==> src/rtl/imem_boot_loader_pkg.sv <==
// Shared definitions for the instruction-memory boot loader: default widths,
// frame marker and the loader state encoding.
package imem_boot_loader_pkg;

   localparam int         PC_WIDTH          = 8;
   localparam int         TIMEOUT_DEFAULT   = 65535;
   localparam logic [7:0] SYNC_BYTE_DEFAULT = 8'hA5;

   typedef enum logic [2:0] {
      ST_IDLE    = 3'd0,
      ST_LEN_HI  = 3'd1,
      ST_LEN_LO  = 3'd2,
      ST_DATA_HI = 3'd3,
      ST_DATA_LO = 3'd4,
      ST_CHK     = 3'd5,
      ST_DONE    = 3'd6,
      ST_ERROR   = 3'd7
   } loader_state_t;

   // States in which a frame is in flight and the idle timeout runs.
   function automatic logic in_frame(input loader_state_t s);
      return (s == ST_LEN_HI) || (s == ST_LEN_LO) || (s == ST_DATA_HI) ||
             (s == ST_DATA_LO) || (s == ST_CHK);
   endfunction

endpackage

==> src/rtl/imem_boot_loader_timeout_counter.sv <==
// Inter-byte idle counter for the boot loader. Counts cycles without an
// accepted byte while a frame is in flight and flags expiry at the limit.
module imem_boot_loader_timeout_counter #(
   parameter int TIMEOUT_CYCLES = 65535
) (
   input  logic clk,
   input  logic rst,
   input  logic active,
   input  logic byte_seen,
   output logic expired
);

   localparam int            CW   = $clog2(TIMEOUT_CYCLES + 1);
   localparam logic [CW-1:0] LAST = CW'(TIMEOUT_CYCLES - 1);

   logic [CW-1:0] count;

   // A byte on the limiting cycle suppresses expiry.
   assign expired = active && !byte_seen && (count == LAST);

   always_ff @(posedge clk) begin
      if (!rst) begin
         count <= '0;
      end else if (!active || byte_seen || expired) begin
         count <= '0;
      end else begin
         count <= count + CW'(1);
      end
   end

endmodule

==> src/rtl/imem_boot_loader.sv <==
// Boot loader: receives a framed byte stream, packs 16-bit words into
// instruction memory from address 0 and releases the core on a good checksum.
module imem_boot_loader
   import imem_boot_loader_pkg::*;
#(
   parameter int         ADDR_W         = PC_WIDTH,
   parameter int         TIMEOUT_CYCLES = TIMEOUT_DEFAULT,
   parameter logic [7:0] SYNC_BYTE      = SYNC_BYTE_DEFAULT
) (
   input  logic              clk,
   input  logic              rst,
   input  logic [7:0]        rx_data,
   input  logic              rx_valid,
   output logic              rx_ready,
   input  logic              restart,
   output logic              imem_wr_en,
   output logic [ADDR_W-1:0] imem_wr_addr,
   output logic [15:0]       imem_wr_data,
   output logic              core_rst,
   output logic              load_done,
   output logic              load_error
);

   // state      | meaning
   // IDLE       | hunting for SYNC_BYTE, other bytes dropped
   // LEN_HI     | expecting length high byte
   // LEN_LO     | expecting length low byte, range check
   // DATA_HI    | expecting instruction high byte
   // DATA_LO    | expecting instruction low byte, schedules write
   // CHK        | expecting checksum byte
   // DONE       | image verified, core released
   // ERROR      | frame aborted, waiting for restart

   localparam logic [16:0] CAPACITY = 17'd1 << ADDR_W;

   loader_state_t     state_q, state_d;
   logic              accept;
   logic              timed_out;
   logic [15:0]       len_q;
   logic [7:0]        hi_q;
   logic [7:0]        sum_q;
   logic [15:0]       words_q;
   logic              wr_en_q;
   logic [ADDR_W-1:0] wr_addr_q;
   logic [15:0]       wr_data_q;

   assign rx_ready     = (state_q != ST_DONE) && (state_q != ST_ERROR);
   assign accept       = rx_valid && rx_ready;
   assign core_rst     = (state_q == ST_DONE);
   assign load_done    = (state_q == ST_DONE);
   assign load_error   = (state_q == ST_ERROR);
   assign imem_wr_en   = wr_en_q;
   assign imem_wr_addr = wr_addr_q;
   assign imem_wr_data = wr_data_q;

   imem_boot_loader_timeout_counter #(
      .TIMEOUT_CYCLES(TIMEOUT_CYCLES)
   ) u_timeout (
      .clk      (clk),
      .rst      (rst),
      .active   (in_frame(state_q)),
      .byte_seen(accept),
      .expired  (timed_out)
   );

   always_ff @(posedge clk) begin
      if (!rst) begin
         state_q <= ST_IDLE;
      end else begin
         state_q <= state_d;
      end
   end

   always_comb begin
      state_d = state_q;
      if (timed_out) begin
         state_d = ST_ERROR;
      end else begin
         case (state_q)
            ST_IDLE:    if (accept && (rx_data == SYNC_BYTE)) state_d = ST_LEN_HI;
            ST_LEN_HI:  if (accept) state_d = ST_LEN_LO;
            ST_LEN_LO: begin
               if (accept) begin
                  if ({len_q[15:8], rx_data} == 16'h0000) begin
                     state_d = ST_CHK;
                  end else if ({1'b0, len_q[15:8], rx_data} > CAPACITY) begin
                     state_d = ST_ERROR;
                  end else begin
                     state_d = ST_DATA_HI;
                  end
               end
            end
            ST_DATA_HI: if (accept) state_d = ST_DATA_LO;
            ST_DATA_LO: begin
               if (accept) begin
                  state_d = (words_q + 16'd1 == len_q) ? ST_CHK : ST_DATA_HI;
               end
            end
            ST_CHK: begin
               if (accept) begin
                  state_d = ((sum_q + rx_data) == 8'h00) ? ST_DONE : ST_ERROR;
               end
            end
            ST_DONE, ST_ERROR: if (restart) state_d = ST_IDLE;
            default:   state_d = ST_IDLE;
         endcase
      end
   end

   // The write is registered so the strobe lands one cycle after the low
   // byte and still completes if the frame aborts right afterwards.
   always_ff @(posedge clk) begin
      if (!rst) begin
         len_q     <= '0;
         hi_q      <= '0;
         sum_q     <= '0;
         words_q   <= '0;
         wr_en_q   <= 1'b0;
         wr_addr_q <= '0;
         wr_data_q <= '0;
      end else begin
         wr_en_q <= 1'b0;
         if (accept) begin
            case (state_q)
               ST_IDLE: begin
                  sum_q   <= '0;
                  words_q <= '0;
               end
               ST_LEN_HI: begin
                  len_q[15:8] <= rx_data;
                  sum_q       <= sum_q + rx_data;
               end
               ST_LEN_LO: begin
                  len_q[7:0] <= rx_data;
                  sum_q      <= sum_q + rx_data;
               end
               ST_DATA_HI: begin
                  hi_q  <= rx_data;
                  sum_q <= sum_q + rx_data;
               end
               ST_DATA_LO: begin
                  sum_q     <= sum_q + rx_data;
                  wr_en_q   <= 1'b1;
                  wr_addr_q <= words_q[ADDR_W-1:0];
                  wr_data_q <= {hi_q, rx_data};
                  words_q   <= words_q + 16'd1;
               end
               default: ;
            endcase
         end
      end
   end

endmodule

==> config.mk <==
export PLATFORM = sky130hd
export DESIGN_NAME = imem_boot_loader
export DESIGN_NICKNAME = d
export VERILOG_FILES = /design/src/rtl/imem_boot_loader_pkg.sv /design/src/rtl/imem_boot_loader_timeout_counter.sv /design/src/rtl/imem_boot_loader.sv
export SDC_FILE = /design/constraint.sdc
export NUM_CORES = 1
export LEC_CHECK = 0
export CAP_MARGIN = 20
export CORE_UTILIZATION = 52
export CTS_CLUSTER_DIAMETER = 30
export DETAILED_ROUTE_END_ITERATION = 10
export PLACE_DENSITY = 0.8
export SLEW_MARGIN = 40
export SYNTH_ARGS = -nofsm -noshare
export SYNTH_HDL_FRONTEND = slang
export SYNTH_SLANG_ARGS = --single-unit
==> constraint.sdc <==
create_clock -name clk -period 2.09 [get_ports clk]
set_clock_uncertainty 0.05 [all_clocks]
set_input_delay 0.418 -clock clk [delete_from_list [all_inputs] [get_ports clk]]
set_output_delay 0.418 -clock clk [all_outputs]
set_load 0.02 [all_outputs]
* Yosys cells after proc, flatten, opt, wreduce, memory -nomap -nowiden
Index checks and enable logic that the tools add are counted. Widths: inputs -> output; s select.
Cells by class: add/subtract/negate cells 3, multipliers 0, divide/modulo/power cells 0, $lt $le $gt $ge 1, equality and inequality tests 19, shift-type cells 0, muxes and demuxes 16, bitwise logic cells 1, reduce and logical (&&, ||, !) cells 29
Operator list (count):
- $mux 3 | 11
- $add 16x1->16 const B | 2
- $pmux 16 s2 | 1
- $ne 3x2->1 const B | 7
- $pmux 3 s7 | 1
- $eq 16x16->1 | 1
- $eq 16x16->1 const B | 1
- $gt 16x9->1 const B | 1
- $logic_not 16->1 | 1
- $pmux 8 s2 | 1
- $reduce_and 2->1 | 7
- $eq 3x3->1 const B | 4
- $add 8x8->8 | 1
- $eq 8x8->1 const B | 1
- $logic_not 8->1 | 1
- $reduce_and 7->1 | 1
- $eq 3x2->1 const B | 2
- $logic_or 1x1->1 | 6
- $ne 3x3->1 const B | 2
- $logic_and 1x1->1 | 5
- $reduce_bool 2->1 | 2
- $reduce_or 2->1 | 2
- $reduce_or 4->1 | 1
- $eq 3x1->1 const B | 1
- other kinds (4) | 6
Word-level totals: flip-flop bits (word level) 92, bits in latches 0, memory bits (writable) 0, memory bits (read-only) 0, input port bits 12, output and inout bits 29, word-level logic and storage cells 79, memories 0

* Longest topological paths before layout
Gate-level depths: netlist of the first run.
depth in word-level cells 9, mapped depth 8, gate-level depth less buffers 8

* Cells and area by module
Synthesis of the first run repeated with hierarchy kept, for this count alone.
Unflattened totals: cell total of the unflattened synthesis 590, area, all modules 4844.6 um^2
Modules (own cells, without submodules):
- imem_boot_loader | times used 1, cells an instance 510, area an instance 4108.9 um^2, sequential area each 1521.5 um^2
- imem_boot_loader_timeout_counter | times used 1, cells an instance 80, area an instance 735.7 um^2, sequential area each 320.3 um^2

* Worst setup path after synthesis of the first run
OpenSTA, ideal clock, no wires.
path kind input to register, from input port rx_data[0], to register sum_q[6], library setup time 0.059 ns, arrival 2.147 ns, required time 1.981 ns, setup slack -0.166 ns, cell stages on the path 8, path buffers 0, cells stage by stage ha_1 > fa_1 > a21o_1 > a21o_1 > a2111oi_0 > a311oi_1 > o31ai_1 > and2_1
Between the ends: longest elaborated chain between the ends 2
Ends and longest elaborated chain:
- start: declaration | RTL line imem_boot_loader.sv:12 | input logic [7:0] rx_data,
- $add 8x8->8
- $pmux 8 s2 | RTL line imem_boot_loader.sv:124 | case (state_q)
- end signal: assignment | RTL line imem_boot_loader.sv:131 | sum_q <= sum_q + rx_data;
- end signal: assignment | RTL line imem_boot_loader.sv:135 | sum_q <= sum_q + rx_data;
- end signal: assignment | RTL line imem_boot_loader.sv:139 | sum_q <= sum_q + rx_data;
- end: declaration | RTL line imem_boot_loader.sv:41 | logic [7:0] sum_q;
No other way between the ends. A chain may end at the register's enable or synchronous reset.

* Final worst setup path of the first run
from register sum_q[0], to register sum_q[6]
Between the ends: longest elaborated chain between the ends 2
Ends and longest elaborated chain (RTL line):
- $add 8x8->8
- $pmux 8 s2 | imem_boot_loader.sv:124
No other way between the ends.

==> results_dict.tcl, run 1 <==
set metrics [dict create \
    crit_path_max_incr_delay_ps 350 \
    fill_cells 682 \
    path_buf_inv 0 \
    hold_class "flip-flop to flip-flop" \
    ff_latch_area_sq_um 1860 \
    yosysWarnings 0 \
    maxSlewViolCount 0 \
    io_buffers 40 \
    routed_wl_um 12200 \
    rsz0062_at_grt "true" \
    clkLatencyLatePin_ps 380 \
    drtIter0Drc 208 \
    area_growth_pct 30.1 \
    ant_nets 0 \
    htreeDepth 3 \
    hpwl_um 8960 \
    syn-instance-count 568 \
    cp-end-kind "flip-flop" \
    ys_ff_latch 92 \
    p_per_area_nw_per_um2 513 \
    clkTransAtPathRegs_ps 100 \
    num_vias 4485 \
    start_util 0.535 \
    drc 0 \
    die_area_sq_um 9350 \
    grt_pass1_vias 4316 \
    synth_ff_type "dfxtp_1" \
    crit_family "compound AO/OA/AOI/OAI gates" \
    drive_above_1_share 0.223 \
    die_w_um 96.7 \
    instances_no_fill 776 \
    syn_area_per_cell_sq_um 8.21 \
    grt_pass1_wl_um 20500 \
    synth_area_sq_um 4660 \
    antenna_found_initial 0 \
    final_cell_mix "104 x nand2_1, 78 x dfxtp_1, 70 x buf_4, 40 x a21oi_1, 39 x nor2_1" \
    io_pins 41 \
    max-slew-margin-rel 0.649 \
    crit_top_cell "a21o_1" \
    nets 686 \
    clockBufferDepth 2 \
    max_freq_ghz 0.467 \
    startpoint_type "flip-flop" \
    synthDistinctLibCells 68 \
    wire_per_inst_um 15.7 \
    cp.arrival_ps 2420 \
    worst-path-max-fanout 3 \
    row_count 34 \
    worst_pin_slew_ps 527 \
    finalSetupViolCount 1 \
    cts_buffers 9 \
    gp_congestion 0.898 \
    coreArea_sq_um 8720 \
    grt_max_degree 31 \
    dp.cells 753 \
    clock_sink_count 92 \
    fin_crit_sh 1.03 \
    layout_min_cycle_time_ps 2140 \
    ir_worst_vdd_mv 0.430 \
    die_y_um 96.7 \
    dr.pass1.iters 4 \
    fin_tns_setup_ps -52.8 \
    rrSetupSlack_ps -50 \
    synth-edff-count 0 \
    cts_tree "built" \
    violations "negative setup slack" \
    cts_root_buf "clkbuf_8" \
    maxCapViolCount 0 \
    layout_commonest_cell "nand2_1" \
    setup_ws_ps -52.8 \
    p_leak_nw 2.25 \
    vias_per_cell 5.78 \
    final_hold_viol_count 0 \
    status "finished, violations left" \
    num_antenna_cells 0 \
    syn_nets 591 \
    slowest_stage "dfxtp_2" \
    worstSetupPathType "flip-flop to flip-flop" \
    grt_overflow 0 \
    crit_chain "ha_4, fa_2, a21o_1, a21o_1, a2111oi_4, a311oi_2, o31ai_1, and2_1" \
    async_flop_share 0 \
    track_usage 0.266 \
    required_ps 2360 \
    multi_input_area_sq_um 2790 \
    ys_seq_area_frac 0.395 \
]
final timing paths:
path                                       startpoint                           end  depth (start not counted)
worst max register to register  sum_q[0]$_SDFFE_PN0P_         sum_q[6]$_SDFFE_PN0P_                          8
worst max-delay path            sum_q[0]$_SDFFE_PN0P_         sum_q[6]$_SDFFE_PN0P_                          8
worst min register to register   hi_q[1]$_SDFFE_PN0P_  imem_wr_data[9]$_SDFFE_PN0P_                          2
worst min-delay path             hi_q[1]$_SDFFE_PN0P_  imem_wr_data[9]$_SDFFE_PN0P_                          2
synthesized netlist by cell type, types with 2 or more instances:
master / count / share of area
a2111oi_0: 2 / 0.0038
a211o_1: 4 / 0.0075
a21boi_0: 14 / 0.023
a21o_1: 6 / 0.0097
a21oi_1: 40 / 0.043
a22oi_1: 5 / 0.0080
a31o_2: 3 / 0.0056
a31oi_1: 3 / 0.0040
and2_1: 2 / 0.0027
and3_1: 8 / 0.011
and4_1: 5 / 0.0094
buf_2: 10 / 0.011
buf_4: 5 / 0.0080
buf_6: 2 / 0.0048
clkbuf_1: 18 / 0.014
dfxtp_1: 92 / 0.39
ha_1: 10 / 0.027
inv_1: 6 / 0.0048
mux2i_1: 9 / 0.019
nand2_1: 106 / 0.085
nand2b_1: 4 / 0.0054
nand3_1: 17 / 0.018
nand3_2: 2 / 0.0043
nand3b_1: 2 / 0.0032
nand4_1: 12 / 0.016
nor2_1: 40 / 0.032
nor2b_1: 11 / 0.015
nor3_1: 10 / 0.011
nor3b_1: 2 / 0.0032
nor4_1: 7 / 0.0094
o21a_1: 2 / 0.0032
o21ai_0: 24 / 0.026
o22ai_1: 3 / 0.0040
o31ai_1: 8 / 0.013
or2_2: 3 / 0.0040
or3_1: 4 / 0.0054
xnor2_1: 20 / 0.038
xor2_1: 17 / 0.032
cells by family after synthesis:
| family | Yosys count | synth area share |
|---|---|---|
| fa+ha+maj | 11 | 0.0311 |
| flops | 92 | 0.395 |
| compound gates | 133 | 0.188 |
| mux | 9 | 0.0193 |
| simple gates | 243 | 0.253 |
| xor+xnor | 37 | 0.0695 |
| buf+inv | 43 | 0.0445 |
layout make-up:
cell class / count / share of cell area
Inverter: 8 / 0.00495
Tap cell: 108 / 0.0223
Clock inverter: 7 / 0.0118
Clock buffer: 9 / 0.0204
Multi-Input combinational cell: 433 / 0.460
Timing Repair Buffer: 119 / 0.173
Sequential cell: 92 / 0.307
metrics by stage:
step	setup WS, ps	cell area (sq um)	utilization	hold WS, ps	power, mW
4_1_cts	-154	5920	0.679	409	3.13
2_1_floorplan	-31.6	4690	-	380	1.86
5_1_grt	-132	6070	0.696	429	3.22
3_5_place_dp	-640	5630	0.645	398	1.95
6_report	-52.8	6070	0.696	409	3.11
3_3_place_gp	-592	5630	0.645	392	1.95
worst register-to-register path, stage by stage, from the launching register on:
cell	delay, ps
dfxtp_2	350
ha_4	170
fa_2	340
a21o_1	180
a21o_1	210
a2111oi_4	330
a311oi_2	100
o31ai_1	220
and2_1	150
where the power goes:
group / switching, mW / internal [mW] / leakage [nW] / total, mW
clock network: 0.725 / 0.465 / 0.0926 / 1.19
registers: 0.000799 / 1.75 / 0.748 / 1.75
logic: 0.0918 / 0.0806 / 1.41 / 0.172
sequential cells by signal, indices dropped and copies added, names as in the netlist:
register and cells:
imem_wr_en 1, imem_wr_addr 8, imem_wr_data 16, sum_q 8, words_q 16, len_q 16, hi_q 8, state_q 3
u_timeout.count 16
routing by layer:
| metal | global-route usage | wire length (um) | vias up |
|---|---|---|---|
| met5 | 0 | 0 | - |
| met4 | 0.109 | 340 | 0 |
| met3 | 0.0434 | 493 | 27 |
| met2 | 0.456 | 5940 | 125 |
| met1 | 0.333 | 5430 | 2148 |
| li1 | - | - | 2185 |
what timing repair did:
action / 4_1_cts / 5_1_grt
pin swaps: 14 / 24
hold endpoints to repair: 0 / 0
gates resized for setup: 27 / 26
setup buffers: 3 / 5
setup endpoints to repair: 8 / 5
hold buffers: 0 / 0
Note: power is estimated with default switching activity, not from simulation.
==> inputs of run 2 (changes only) <==
Settings changed: CORE_UTILIZATION 52 to 58, GPL_ROUTABILITY_DRIVEN from default to 0, PLACE_DENSITY 0.8 to 0.84.
Clock period 2.09 ns to 2.25 ns, I/O delays scaled along.
==> results_dict.tcl, run 2 (synthesized netlist as in run 1, its figures left out) <==
set metrics [dict create \
    drc 0 \
    dp.cells 726 \
    nets 659 \
    final_cell_mix "106 x nand2_1, 88 x dfxtp_1, 51 x buf_4, 40 x nor2_1, 40 x a21oi_1" \
    hold_class "flip-flop to flip-flop" \
    start_util 0.601 \
    ir_worst_vdd_mv 0.405 \
    dr.pass1.iters 5 \
    grt_overflow 0 \
    cp-end-kind "flip-flop" \
    required_ps 2450 \
    track_usage 0.310 \
    die_w_um 91.7 \
    coreArea_sq_um 7770 \
    power_frac_comb 0.050 \
    wire_per_inst_um 17.0 \
    routed_wl_um 12700 \
    ant_nets 0 \
    max_freq_ghz 0.466 \
    final_hold_viol_count 0 \
    worstSetupPathType "flip-flop to flip-flop" \
    htreeDepth 3 \
    fin_crit_sh 0.953 \
    cp.arrival_ps 2350 \
    vias_per_cell 6.06 \
    rrSetupSlack_ps 110 \
    swShare 0.234 \
    row_count 32 \
    io_buffers 40 \
    p_sw_uw 722 \
    worst_pin_slew_ps 831 \
    reg2reg_depth 8 \
    cts_buffers 9 \
    num_antenna_cells 0 \
    p_per_area_nw_per_um2 535 \
    num_vias 4502 \
    clockBufferDepth 2 \
    dp_worst_setup_slack_ps -764 \
    r2r-start "sum_q[0]$_SDFFE_PN0P_" \
    die_area_sq_um 8410 \
    drtIter0Drc 266 \
    status "finished, final reports clean" \
    worst-path-max-fanout 3 \
    final_util 0.742 \
    grt_pass1_wl_um 20900 \
    antenna_found_initial 0 \
    die_y_um 91.7 \
    finalSetupViolCount 0 \
    io_pins 41 \
    clkTransAtPathRegs_ps 100 \
    drive_above_1_share 0.159 \
    clkLatencyLatePin_ps 380 \
    min_from "imem_wr_addr[2]$_SDFFE_PN0P_" \
    whs_path_depth 2 \
    grt_max_degree 33 \
    clock_sink_count 92 \
    maxCapViolCount 0 \
    setup_ws_ps 106 \
    cts_root_buf "clkbuf_8" \
    layout_commonest_cell "nand2_1" \
    r2r-end "state_q[0]$_SDFFE_PN0P_" \
    power.share.sequential 0.528 \
    cts.hold.buffers_added 0 \
    area_growth_pct 23.6 \
    pwr-share-clk 0.422 \
    p_leak_nw 2.13 \
    maxSlewViolCount 0 \
    instances_no_fill 743 \
    grt_pass1_vias 4506 \
    fin_tns_setup_ps 0 \
    cts_tree "built" \
    whs_endpoint "imem_wr_addr[2]$_SDFFE_PN0P_" \
    layout_min_cycle_time_ps 2140 \
    hpwl_um 8900 \
    internal_power_mw 2.36 \
    max-slew-margin-rel 0.446 \
    startpoint_type "flip-flop" \
]
run 2: changes by cell type in the layout (fill, tap and decap cells not counted), moves of 3 or more:
cell	change
dfxtp_1	+10
buf_12	-3
buf_4	-19
buf_6	-5
dfxtp_2	-9
nor4_2	-3
run 2: worst max path at each step:
stage / startpoint / endpoint / depth (start not counted)
floorplan: rx_data[0] / sum_q[6]$_SDFFE_PN0P_ / 8
global placement: rx_data[1] / sum_q[7]$_SDFFE_PN0P_ / 8
detailed placement: rx_data[1] / sum_q[7]$_SDFFE_PN0P_ / 8
CTS: state_q[1]$_SDFFE_PN0P_ / load_error / 3
global route: words_q[9]$_SDFFE_PN0P_ / state_q[1]$_SDFFE_PN0P_ / 6
finish: sum_q[0]$_SDFFE_PN0P_ / state_q[0]$_SDFFE_PN0P_ / 8
run 2: final cells by class:
| cell class | instances | area [sq um] |
|---|---|---|
| sequential | 92 | 1850 |
| clock buffer | 10 | 138 |
| tap | 102 | 128 |
| fill | 578 | 2000 |
| clock inverter | 6 | 95.1 |
| multi-input combinational | 433 | 2730 |
| timing repair buffer | 92 | 795 |
| inverter | 8 | 30.0 |
run 2: per-layer routing:
layer / vias to the layer above / GRT usage / wire length (um) / part of all wire
li1: 2132 / - / - / -
met1: 2137 / 0.365 / 5240 / 0.41
met2: 189 / 0.550 / 6310 / 0.50
met3: 44 / 0.0481 / 718 / 0.057
met4: 0 / 0.148 / 395 / 0.031
met5: - / 0 / 0 / 0
run 2: timing repair:
item	4_1_cts	5_1_grt
setup buffers	1	0
endpoints found under the setup margin	6	6
resized for setup	13	15
pin swaps	5	8
run 2: critical path, cell delays in order, from the launching register on:
cell,delay [ps]
dfxtp_1,330
ha_2,200
fa_2,340
a21o_1,170
a21o_1,210
a21o_1,210
a311oi_2,270
buf_4,170
a31oi_1,80
run 2: power groups by stage:
| stage | Combinational (mW) | Sequential [mW] | Clock, mW |
|---|---|---|---|
| 6_report | 0.154 | 1.63 | 1.30 |
| 5_1_grt | 0.163 | 1.63 | 1.36 |
| 4_1_cts | 0.150 | 1.63 | 1.29 |
| 3_5_place_dp | 0.145 | 1.67 | 0 |
| 3_3_place_gp | 0.140 | 1.67 | 0 |
| 2_1_floorplan | 0.0604 | 1.67 | 0 |
run 2: through the flow:
stage          hold slack (ps)  instance area [sq um]  power, mW
6_report                   407                   5760       3.08
2_1_floorplan              380                   4680       1.73
4_1_cts                    413                   5690       3.07
3_5_place_dp               399                   5410       1.81
3_3_place_gp               390                   5410       1.81
5_1_grt                    429                   5760       3.15
==> inputs of run 3 (changes only) <==
--- a/constraint.sdc
+++ b/constraint.sdc
@@ -3,3 +3,3 @@
 set_input_delay 0.45 -clock clk [delete_from_list [all_inputs] [get_ports clk]]
 set_output_delay 0.45 -clock clk [all_outputs]
-set_load 0.02 [all_outputs]
+set_load 0.005 [all_outputs]
==> results_dict.tcl, run 3 (synthesized netlist as in run 1, its figures left out) <==
set metrics [dict create \
    status "finished, final reports clean" \
    maxSlewViolCount 0 \
    area_growth_pct 23.8 \
    cts_tree "built" \
    ff_latch_area_sq_um 1850 \
    drc 0 \
    wire_per_inst_um 16.8 \
    hold_class "flip-flop to flip-flop" \
    num_antenna_cells 0 \
    ir_worst_vdd_mv 0.541 \
    coreArea_sq_um 7770 \
    slowest_stage "a221oi_1" \
    rsz0062_at_grt "true" \
    die_w_um 91.7 \
    clockBufferDepth 2 \
    htreeDepth 3 \
    antenna_found_initial 0 \
    crit_path_max_incr_delay_ps 550 \
    die_area_sq_um 8410 \
    fin_tns_setup_ps 0 \
    timing.hold.ws_ps 407 \
    layout_commonest_cell "nand2_1" \
    grt_overflow 0 \
    max-slew-margin-rel 0.498 \
    wl_met1_um 5030 \
    dp.cells 725 \
    track_usage 0.306 \
    drive_above_1_share 0.161 \
    p_leak_nw 2.07 \
    cp.arrival_ps 2420 \
    worstSetupPathType "flip-flop to flip-flop" \
    startpoint_type "flip-flop" \
    drtIter0Drc 292 \
    cts.hold.buffers_added 0 \
    final_cell_mix "106 x nand2_1, 89 x dfxtp_1, 51 x buf_4, 40 x a21oi_1, 39 x nor2_1" \
    ant_nets 0 \
    num_vias 4509 \
    cts_root_buf "clkbuf_8" \
    grt_max_degree 33 \
    io_pins 41 \
    route.met3.wl_um 890 \
    fill_cells 544 \
    grt_pass1_vias 4287 \
    crit_chain "buf_4, and4_2, nand3_1, a221oi_1, nor4_4, and4_1, o31ai_1" \
    dr_wl_met2_um 6110 \
    power.total_mw 3.13 \
    routed_wl_um 12500 \
    clkTransAtPathRegs_ps 90 \
    finalSetupViolCount 0 \
    start_util 0.601 \
    clock_sink_count 92 \
    die_y_um 91.7 \
    p_per_area_nw_per_um2 541 \
    hpwl_um 8770 \
    fin_crit_sh 0.982 \
    final_hold_viol_count 0 \
    max_freq_ghz 0.453 \
    highest_layer "met4" \
    required_ps 2460 \
    cts_buffers 9 \
    nets 659 \
    io_buffers 40 \
    row_count 32 \
    cp-end-kind "flip-flop" \
    vias_per_cell 6.07 \
    layout_min_cycle_time_ps 2210 \
    clkLatencyLatePin_ps 360 \
    grt_pass1_wl_um 20600 \
    dr.pass1.iters 5 \
    multi_input_area_sq_um 2730 \
    worst-path-max-fanout 12 \
    instances_no_fill 743 \
    maxCapViolCount 0 \
    worst_pin_slew_ps 753 \
]
run 3: cell count changes in the layout (fill, tap and decap cells not counted), sizes merged:
cell | before | now
clkinvlp | 0 | 1
dlygate4sd2 | 4 | 2
dlymetal6s2s | 2 | 0
bufinv | 2 | 3
clkbuf | 10 | 9
clkinv | 4 | 3
clkdlybuf4s50 | 34 | 38
run 3: where the power goes:
group / internal [mW] / switching, mW / leakage, nW / total, mW
Sequential: 1.63 / 0.000752 / 0.742 / 1.63
Combinational: 0.0695 / 0.0825 / 1.21 / 0.152
Clock: 0.745 / 0.601 / 0.120 / 1.35
run 3: critical path, delay by kind of cell, from the launching register on:
kind | cells | cell delay, ps
compound gates | 2 | 800
buf+inv | 1 | 200
flops | 1 | 380
simple gates | 4 | 680
run 3: final timing paths:
path | from | to | slack [ps] | cells after the start
min | imem_wr_addr[1]$_SDFFE_PN0P_ | imem_wr_addr[1]$_SDFFE_PN0P_ | 410 | 2
max reg2reg | words_q[4]$_SDFFE_PN0P_ | state_q[1]$_SDFFE_PN0P_ | 40 | 7
min reg2reg | imem_wr_addr[1]$_SDFFE_PN0P_ | imem_wr_addr[1]$_SDFFE_PN0P_ | 410 | 2
max | words_q[4]$_SDFFE_PN0P_ | state_q[1]$_SDFFE_PN0P_ | 40 | 7
run 3: cell type report:
cell class / count / share of cell area
multi-input cells: 433 / 0.473
clock buffers: 9 / 0.0215
well taps: 102 / 0.0221
repair buffers: 92 / 0.137
inverters: 8 / 0.00520
clock inverters: 7 / 0.0215
flip-flops and latches: 92 / 0.320
run 3: metrics by stage:
stage / setup slack, ps / area [sq um] / utilization
6_report: 40.2 / 5770 / 0.743
5_1_grt: -53.6 / 5770 / 0.743
4_1_cts: 27.8 / 5690 / 0.733
3_5_place_dp: -605 / 5410 / 0.696
3_3_place_gp: -527 / 5410 / 0.696
2_1_floorplan: 30.9 / 4680 / -
run 3: per-layer routing:
layer,track usage,vias to the layer above
met2,0.529,228
met5,0,-
met1,0.363,2090
li1,-,2135
met3,0.0713,56
met4,0.126,0
run 3: repair_timing:
item                                    CTS  global route
setup buffers                             2             0
endpoints found under the setup margin    3             7
gates resized for setup                   7            16
pin swaps                                 3             4
